`config.mk`:
```
export PLATFORM = sky130hd
export DESIGN_NAME = rvb_shifter_pipe
export DESIGN_NICKNAME = d
export VERILOG_FILES = /design/src/rtl/rvb_shifter_pipe.sv
export SDC_FILE = /design/constraint.sdc
export NUM_CORES = 1
export LEC_CHECK = 0
export ABC_AREA = 1
export BUFFER_PORTS_ARGS = -buffer_cell sky130_fd_sc_hd__buf_4
export CAP_MARGIN = 20
export CORE_MARGIN = 1
export CORE_UTILIZATION = 40
export CTS_CLUSTER_SIZE = 24
export DETAILED_ROUTE_END_ITERATION = 10
export PLACE_DENSITY_LB_ADDON = 0.12
export SKIP_CTS_REPAIR_TIMING = 1
export SLEW_MARGIN = 20
export SYNTH_ARGS = -nofsm -noshare
export SYNTH_HDL_FRONTEND = slang
export SYNTH_SLANG_ARGS = --single-unit
```
`constraint.sdc`:
```
create_clock -name clock -period 2.55 [get_ports clock]
set_input_delay 0.255 -clock clock [delete_from_list [all_inputs] [get_ports clock]]
set_output_delay 0.255 -clock clock [all_outputs]
set_load 0.05 [all_outputs]
```
`src/rtl/rvb_shifter_pipe.sv`:
```
// Pipelined bitmanip shift/rotate/funnel/single-bit unit with valid/ready handshake.
// Optional single-bit ops (SBSET/SBCLR/SBINV/SBEXT) enabled by RVB_SHIFTER_PIPE_SBOP_EN.
module rvb_shifter_pipe #(
    parameter int unsigned XLEN   = 64,
    parameter int unsigned STAGES = 2,
    parameter int unsigned TAGW   = 4
) (
    input  logic            clock,
    input  logic            resetn,
    input  logic            din_valid,
    output logic            din_ready,
    input  logic [XLEN-1:0] din_rs1,
    input  logic [XLEN-1:0] din_rs2,
    input  logic [XLEN-1:0] din_rs3,
    input  logic            din_insn3,
    input  logic            din_insn14,
    input  logic            din_insn26,
    input  logic            din_insn27,
    input  logic            din_insn29,
    input  logic            din_insn30,
    input  logic [TAGW-1:0] din_tag,
    output logic            dout_valid,
    input  logic            dout_ready,
    output logic [XLEN-1:0] dout_rd,
    output logic [TAGW-1:0] dout_tag
);
    localparam int unsigned LW = $clog2(XLEN);
    localparam int unsigned AW = LW + 1;
    localparam int unsigned PW = XLEN + 15;
    localparam int unsigned VW = 2 * XLEN;

    typedef enum logic [3:0] {
        OP_NONE, OP_SLL, OP_SRL, OP_SRA, OP_SLO, OP_SRO, OP_ROL, OP_ROR,
        OP_FSL, OP_FSR, OP_SBSET, OP_SBCLR, OP_SBINV, OP_SBEXT
    } op_e;

    typedef struct packed {
        logic [TAGW-1:0] tag;
        op_e             op;
        logic            w;
        logic [3:0]      fine;
        logic [PW-1:0]   part;
`ifdef RVB_SHIFTER_PIPE_SBOP_EN
        logic [AW-1:0]   idx;
        logic [XLEN-1:0] a;
`endif
    } s1_t;

    op_e             op;
    logic            w;
    logic            sign;
    logic            swap;
    logic [AW-1:0]   n_val;
    logic [AW-1:0]   s_amt;
    logic [AW-1:0]   f_amt;
    logic [AW-1:0]   f_s;
    logic [AW-1:0]   amt;
    logic [XLEN-1:0] a_n;
    logic [XLEN-1:0] b_n;
    logic [XLEN-1:0] fa;
    logic [XLEN-1:0] fb;
    logic [XLEN-1:0] hi;
    logic [XLEN-1:0] lo;
    logic [VW-1:0]   v;
    logic [PW-1:0]   part;
    s1_t             s1_d;
    s1_t             s1_cur;
    logic            s1_valid;
    logic            s1_load;
    logic            out_load;
    logic            accept;
    logic            run_q;
    logic            out_valid_q;
    logic [XLEN-1:0] out_rd_q;
    logic [TAGW-1:0] out_tag_q;
    logic [XLEN-1:0] shr;
    logic [XLEN-1:0] res;
    logic [XLEN-1:0] res_w;
    logic            rs2_unused;

    assign rs2_unused = ^din_rs2[XLEN-1:AW];

    // Opcode decode from instruction bits {30,29,27,26,14}
    always_comb begin
        op = OP_NONE;
        casez ({din_insn30, din_insn29, din_insn27, din_insn26, din_insn14})
            5'b00000: op = OP_SLL;
            5'b00001: op = OP_SRL;
            5'b10001: op = OP_SRA;
            5'b01000: op = OP_SLO;
            5'b01001: op = OP_SRO;
            5'b11000: op = OP_ROL;
            5'b11001: op = OP_ROR;
            5'b???10: op = OP_FSL;
            5'b???11: op = OP_FSR;
`ifdef RVB_SHIFTER_PIPE_SBOP_EN
            5'b01100: op = OP_SBSET;
            5'b10100: op = OP_SBCLR;
            5'b11100: op = OP_SBINV;
            5'b10101: op = OP_SBEXT;
`endif
            default:  op = OP_NONE;
        endcase
    end

    // Every shift is mapped onto a right funnel of {hi,lo} by amt in 0..N
    always_comb begin
        w     = (XLEN == 32) || din_insn3;
        n_val = w ? AW'(32) : AW'(XLEN);
        s_amt = w ? AW'(din_rs2[4:0]) : AW'(din_rs2[LW-1:0]);
        f_amt = w ? AW'(din_rs2[5:0]) : AW'(din_rs2[LW:0]);
        a_n   = w ? XLEN'(din_rs1[31:0]) : din_rs1;
        b_n   = w ? XLEN'(din_rs3[31:0]) : din_rs3;
        sign  = w ? din_rs1[31] : din_rs1[XLEN-1];
        swap  = (f_amt >= n_val);
        fa    = swap ? b_n : a_n;
        fb    = swap ? a_n : b_n;
        f_s   = swap ? (f_amt - n_val) : f_amt;
        hi    = '0;
        lo    = '0;
        amt   = s_amt;
        case (op)
            OP_SLL: begin hi = a_n;          lo = '0;  amt = n_val - s_amt; end
            OP_SRL: begin hi = '0;           lo = a_n; amt = s_amt;         end
            OP_SRA: begin hi = {XLEN{sign}}; lo = a_n; amt = s_amt;         end
            OP_SLO: begin hi = a_n;          lo = '1;  amt = n_val - s_amt; end
            OP_SRO: begin hi = '1;           lo = a_n; amt = s_amt;         end
            OP_ROL: begin hi = a_n;          lo = a_n; amt = n_val - s_amt; end
            OP_ROR: begin hi = a_n;          lo = a_n; amt = s_amt;         end
            OP_FSL: begin hi = fa;           lo = fb;  amt = n_val - f_s;   end
            OP_FSR: begin hi = fb;           lo = fa;  amt = f_s;           end
            default: ;
        endcase
        v    = w ? VW'({hi[31:0], lo[31:0]}) : {hi, lo};
        part = PW'(v >> {amt[AW-1:4], 4'b0000});
    end

    always_comb begin
        s1_d      = '0;
        s1_d.tag  = din_tag;
        s1_d.op   = op;
        s1_d.w    = w;
        s1_d.fine = amt[3:0];
        s1_d.part = part;
`ifdef RVB_SHIFTER_PIPE_SBOP_EN
        s1_d.idx  = s_amt;
        s1_d.a    = a_n;
`endif
    end

    assign out_load  = !out_valid_q || dout_ready;
    assign din_ready = run_q && s1_load;
    assign accept    = din_valid && din_ready;

    generate
        if (STAGES == 2) begin : g_two
            logic s1_valid_q;
            s1_t  s1_q;

            assign s1_load  = !s1_valid_q || out_load;
            assign s1_valid = s1_valid_q;
            assign s1_cur   = s1_q;

            // Stage 1: decoded op and coarse-shifted partial
            always_ff @(posedge clock or negedge resetn) begin
                if (!resetn) begin
                    s1_valid_q <= 1'b0;
                    s1_q       <= '0;
                end else if (s1_load) begin
                    s1_valid_q <= accept;
                    if (accept) begin
                        s1_q <= s1_d;
                    end
                end
            end
        end else begin : g_one
            assign s1_load  = out_load;
            assign s1_valid = accept;
            assign s1_cur   = s1_d;
        end
    endgenerate

    // Fine shift, bit-op post-processing and word-mode sign extension
    always_comb begin
        shr = XLEN'(s1_cur.part >> s1_cur.fine);
        res = shr;
        case (s1_cur.op)
            OP_NONE:  res = '0;
`ifdef RVB_SHIFTER_PIPE_SBOP_EN
            OP_SBSET: res = s1_cur.a | (XLEN'(1) << s1_cur.idx);
            OP_SBCLR: res = s1_cur.a & ~(XLEN'(1) << s1_cur.idx);
            OP_SBINV: res = s1_cur.a ^ (XLEN'(1) << s1_cur.idx);
            OP_SBEXT: res = (s1_cur.a >> s1_cur.idx) & XLEN'(1);
`endif
            default: ;
        endcase
        res_w = s1_cur.w ? XLEN'($signed(res[31:0])) : res;
    end

    // din_ready held low through reset and rises one cycle after release
    always_ff @(posedge clock or negedge resetn) begin
        if (!resetn) begin
            run_q <= 1'b0;
        end else begin
            run_q <= 1'b1;
        end
    end

    always_ff @(posedge clock or negedge resetn) begin
        if (!resetn) begin
            out_valid_q <= 1'b0;
            out_rd_q    <= '0;
            out_tag_q   <= '0;
        end else if (out_load) begin
            out_valid_q <= s1_valid;
            if (s1_valid) begin
                out_rd_q  <= res_w;
                out_tag_q <= s1_cur.tag;
            end
        end
    end

    assign dout_valid = out_valid_q;
    assign dout_rd    = out_rd_q;
    assign dout_tag   = out_tag_q;

endmodule

```
==> run summary <==
Synth cell types: 37
Crit Path Class: in -> reg
WHS Endpoint: g_two.s1_q[90]
CP Depth: 22
Gate Count Post-Synth: 3,324
post-route ant nets: 0
HPWL after DPL: 60,900 um
Critical Path Source Type: primary input
CTS Sinks: 163
Avg Inst Size Synth: 5.52 um^2
Crit Path Max Fanout: 8
Setup-failing EPs final: 0
H-tree depth: 4
Post-synth EDFFs: 0
antenna violations before repair: 1
failing checks: design-rule violations
largest net degree at the start of global routing: 118
Synth Area in Simple Gates: 50.8%
largest family of logic cells by synthesized area: simple AND/OR/NAND/NOR gates
xor-xnor portion of the synthesized cell area: 0.0478%
CP Data Arrival Time: 2830 ps
period utilization: 98.7%
die height: 216 um
post-synthesis sequential area ratio: 22.2%
IO Count: 276
fin. max-slew vios: 0
CTS max path bufs: 2
post-synthesis mux area share: 2.18%
Worst R2R Start: g_two.s1_q[79]
Cells after DPL: 4,109
routed via count: 23,900
status: finished, violations left
Switching Share: 50.5%
Hold Crit Depth: 3
asr flop ratio synth: 100%
final hold viol count: 0
pwr dens: 685 nW/um^2
combinational share of power: 57.9%
CTS tree: done
PortBufs: 218
cell family with most CP delay: simple AND/OR/NAND/NOR gates
R2R cell count: 11
vias in the first global route: 22,400
Tot Pwr: 15.9 mW
Worst-path clk slew: 70 ps
Peak VDD IR: 0.000574 V
DR iter-0 viols: 2,748
Critical Path, Cell by Cell: buf_4, ha_4, nand2_1, nor2_2, nand2_4, nand2_4, nor2_1, a21oi_2, mux2i_1, ha_1, inv_2, xor2_1, nor2_1, nor2_4, buf_12, inv_8, buf_12, nor2_1, nand2_1, nand2_1, nand2_1, nand3_1
final wirelength: 81,500 um
HP Class: in -> reg
total CTS buffers: 17
Rows: 78
Syn-to-layout area delta: 26.9%
maximum clock rate: 0.397 GHz
Buf/Inv on CP: 5
proportion of layout cells with a drive suffix above 1: 16.4%
Seq cells post-synth: 163
clk_skew: 19.3 ps
crit path capture type: register
reg2reg setup slack: 220 ps
fin crit period: 2520 ps
n_diodes: 0
final net count: 3,757
HP Start: din_tag[2]
CTS root buf: clkbuf_16
Psw: 8.04 mW
remaining global-route overflow: 0
RSZ-0062 raised after global routing: yes
Global Route Usage Sum: 33.4%
CP peak stage delay: 290 ps
Slew Limit Headroom: 57.9%
CP dominant cell by count: nand2_1
clock network fraction of design power: 17.0%
fillers: 4,808
vias per cell: 5.75
post-synthesis compound-gate area fraction: 13.3%
Syn Nets: 3,533
die area: 46,700 um^2
Pint: 7.89 mW
Avg WL per Cell: 19.6 um
Core Box Area: 45,300 um^2
Starting Density: 40.5%
Clock Latency Late Sink: 450 ps
first-pass GRT wire length: 125,000 um
worst-margin pin slew: 624 ps
Synthesis Warnings: 0
Mapped Area: 18,300 um^2
Synth Area in Adders: 0.205%
Chip Width: 216 um
dominant synthesized flop cell: dfrtp_1
GP Congestion: 0.973
Critical Path RT: 2860 ps
Max-Cap Viols: 0
First-pass DRT Iterations: 10
final cell count without fillers: 4,161
Reg power frac: 25.1%
slowest CP cell: ha_1
r2r endpoint: dout_rd[48]
DRC viols: 2
leakage power: 12.3 nW
Hold Worst Slack: 13.1 ps
Post-Route Setup TNS: 0 ps
[how the worst max path moves through the flow]
stage,start,endpoint,slack (ps)
after floorplan,din_insn3,g_two.s1_q[59],-430
after global placement,din_insn3,g_two.s1_q[75],-510
after detailed placement,din_rs2[0],g_two.s1_q[13],-560
after CTS,din_rs2[0],g_two.s1_q[13],-110
after global routing,din_rs2[5],g_two.s1_q[3],-40
final,din_rs2[5],g_two.s1_q[31],30
[power by group through the flow]
stage | registers, mW | clock network [mW] | logic, mW
floorplan | 5.31 | 0 | 4.26
global placement | 4.03 | 0 | 8.83
detailed placement | 4.04 | 0 | 8.88
CTS | 3.99 | 2.75 | 8.90
global route | 4.09 | 2.85 | 10.0
finish | 4.00 | 2.71 | 9.22
[placed cells by master, fill, tap and decap left out, drive strengths merged, types with 2 or more instances in the layout]
master,instances
nand2,1118
nand3,806
buf,464
o21ai,254
inv,237
dfrtp,163
nor2,160
a21oi,120
nand4,67
mux2i,40
o211ai,35
clkbuf,28
a21boi,23
clkinv,14
o21bai,4
or2,3
o22ai,3
a31oi,3
ha,3
o21a,2
o221ai,2
dlygate4sd3,2
and2,2
[synthesized netlist by cell type, types with 13 or more instances]
cell type     n  area share (%)
nand3_1     806              22
mux2i_1      40             2.2
inv_1       222             4.5
nand2_1    1116              23
clkbuf_1    134             2.7
a21oi_1     120             3.3
a21boi_1     23            0.94
buf_1        42            0.86
nand4_1      67             2.3
dfrtp_1     163              22
o21ai_0     241             6.6
nor2_1      156             3.2
buf_2        89             2.4
o211ai_1     34             1.4
o21ai_1      13            0.35
[per-stage QoR]
stage	setup WS (ps)	instance area, um^2	util, %
after detailed placement	-558	22100	48.7
after CTS	-112	22700	50.1
after floorplan	-434	18600	-
after global routing	-39.5	23300	51.4
final	32.0	23300	51.4
after global placement	-510	22100	48.7
[cell families (layout without fill, tap and decap cells)]
logic type               count (synthesis)  count (layout)
AND/OR/NAND/NOR                       2158            2158
buffers and inverters                  510             747
XOR/XNOR                                 1               1
other                                    1               1
multiplexers                            40              40
flip-flops                             163             163
adder cells (fa/ha/maj)                  3               3
AO/OA/AOI/OAI                          448             448
[worst reg2reg max path, delay by kind of cell (launching register included)]
kind	cells	cell delay, ps
AOI/OAI and AO/OA	5	850
buffers and inverters	3	630
and+or+nand+nor	3	190
DFF	1	540
[routing by layer]
layer	track usage, %	vias up	wire length, um
met5	0	-	12
met4	10.4	2	2730
met3	4.00	132	5950
met2	55.1	1018	37400
met1	45.5	11300	35400
li1	-	11500	-
[layout make-up]
cell class | count | area (um^2) | share of cell area [%]
Sequential cell | 163 | 4080 | 17.5
Clock inverter | 15 | 183 | 0.785
Timing Repair Buffer | 477 | 4420 | 19.0
Multi-Input combinational cell | 2651 | 12500 | 53.7
Clock buffer | 17 | 425 | 1.83
Inverter | 238 | 923 | 3.97
Tap cell | 600 | 751 | 3.23
[flip-flops by register name, summed over array words and instances (netlist names)]
register          cells
g_two.s1_q           92
dout_rd              64
dout_tag              4
dout_valid            1
g_two.s1_valid_q      1
run_q                 1
Note: power is estimated with default switching activity, not from simulation.
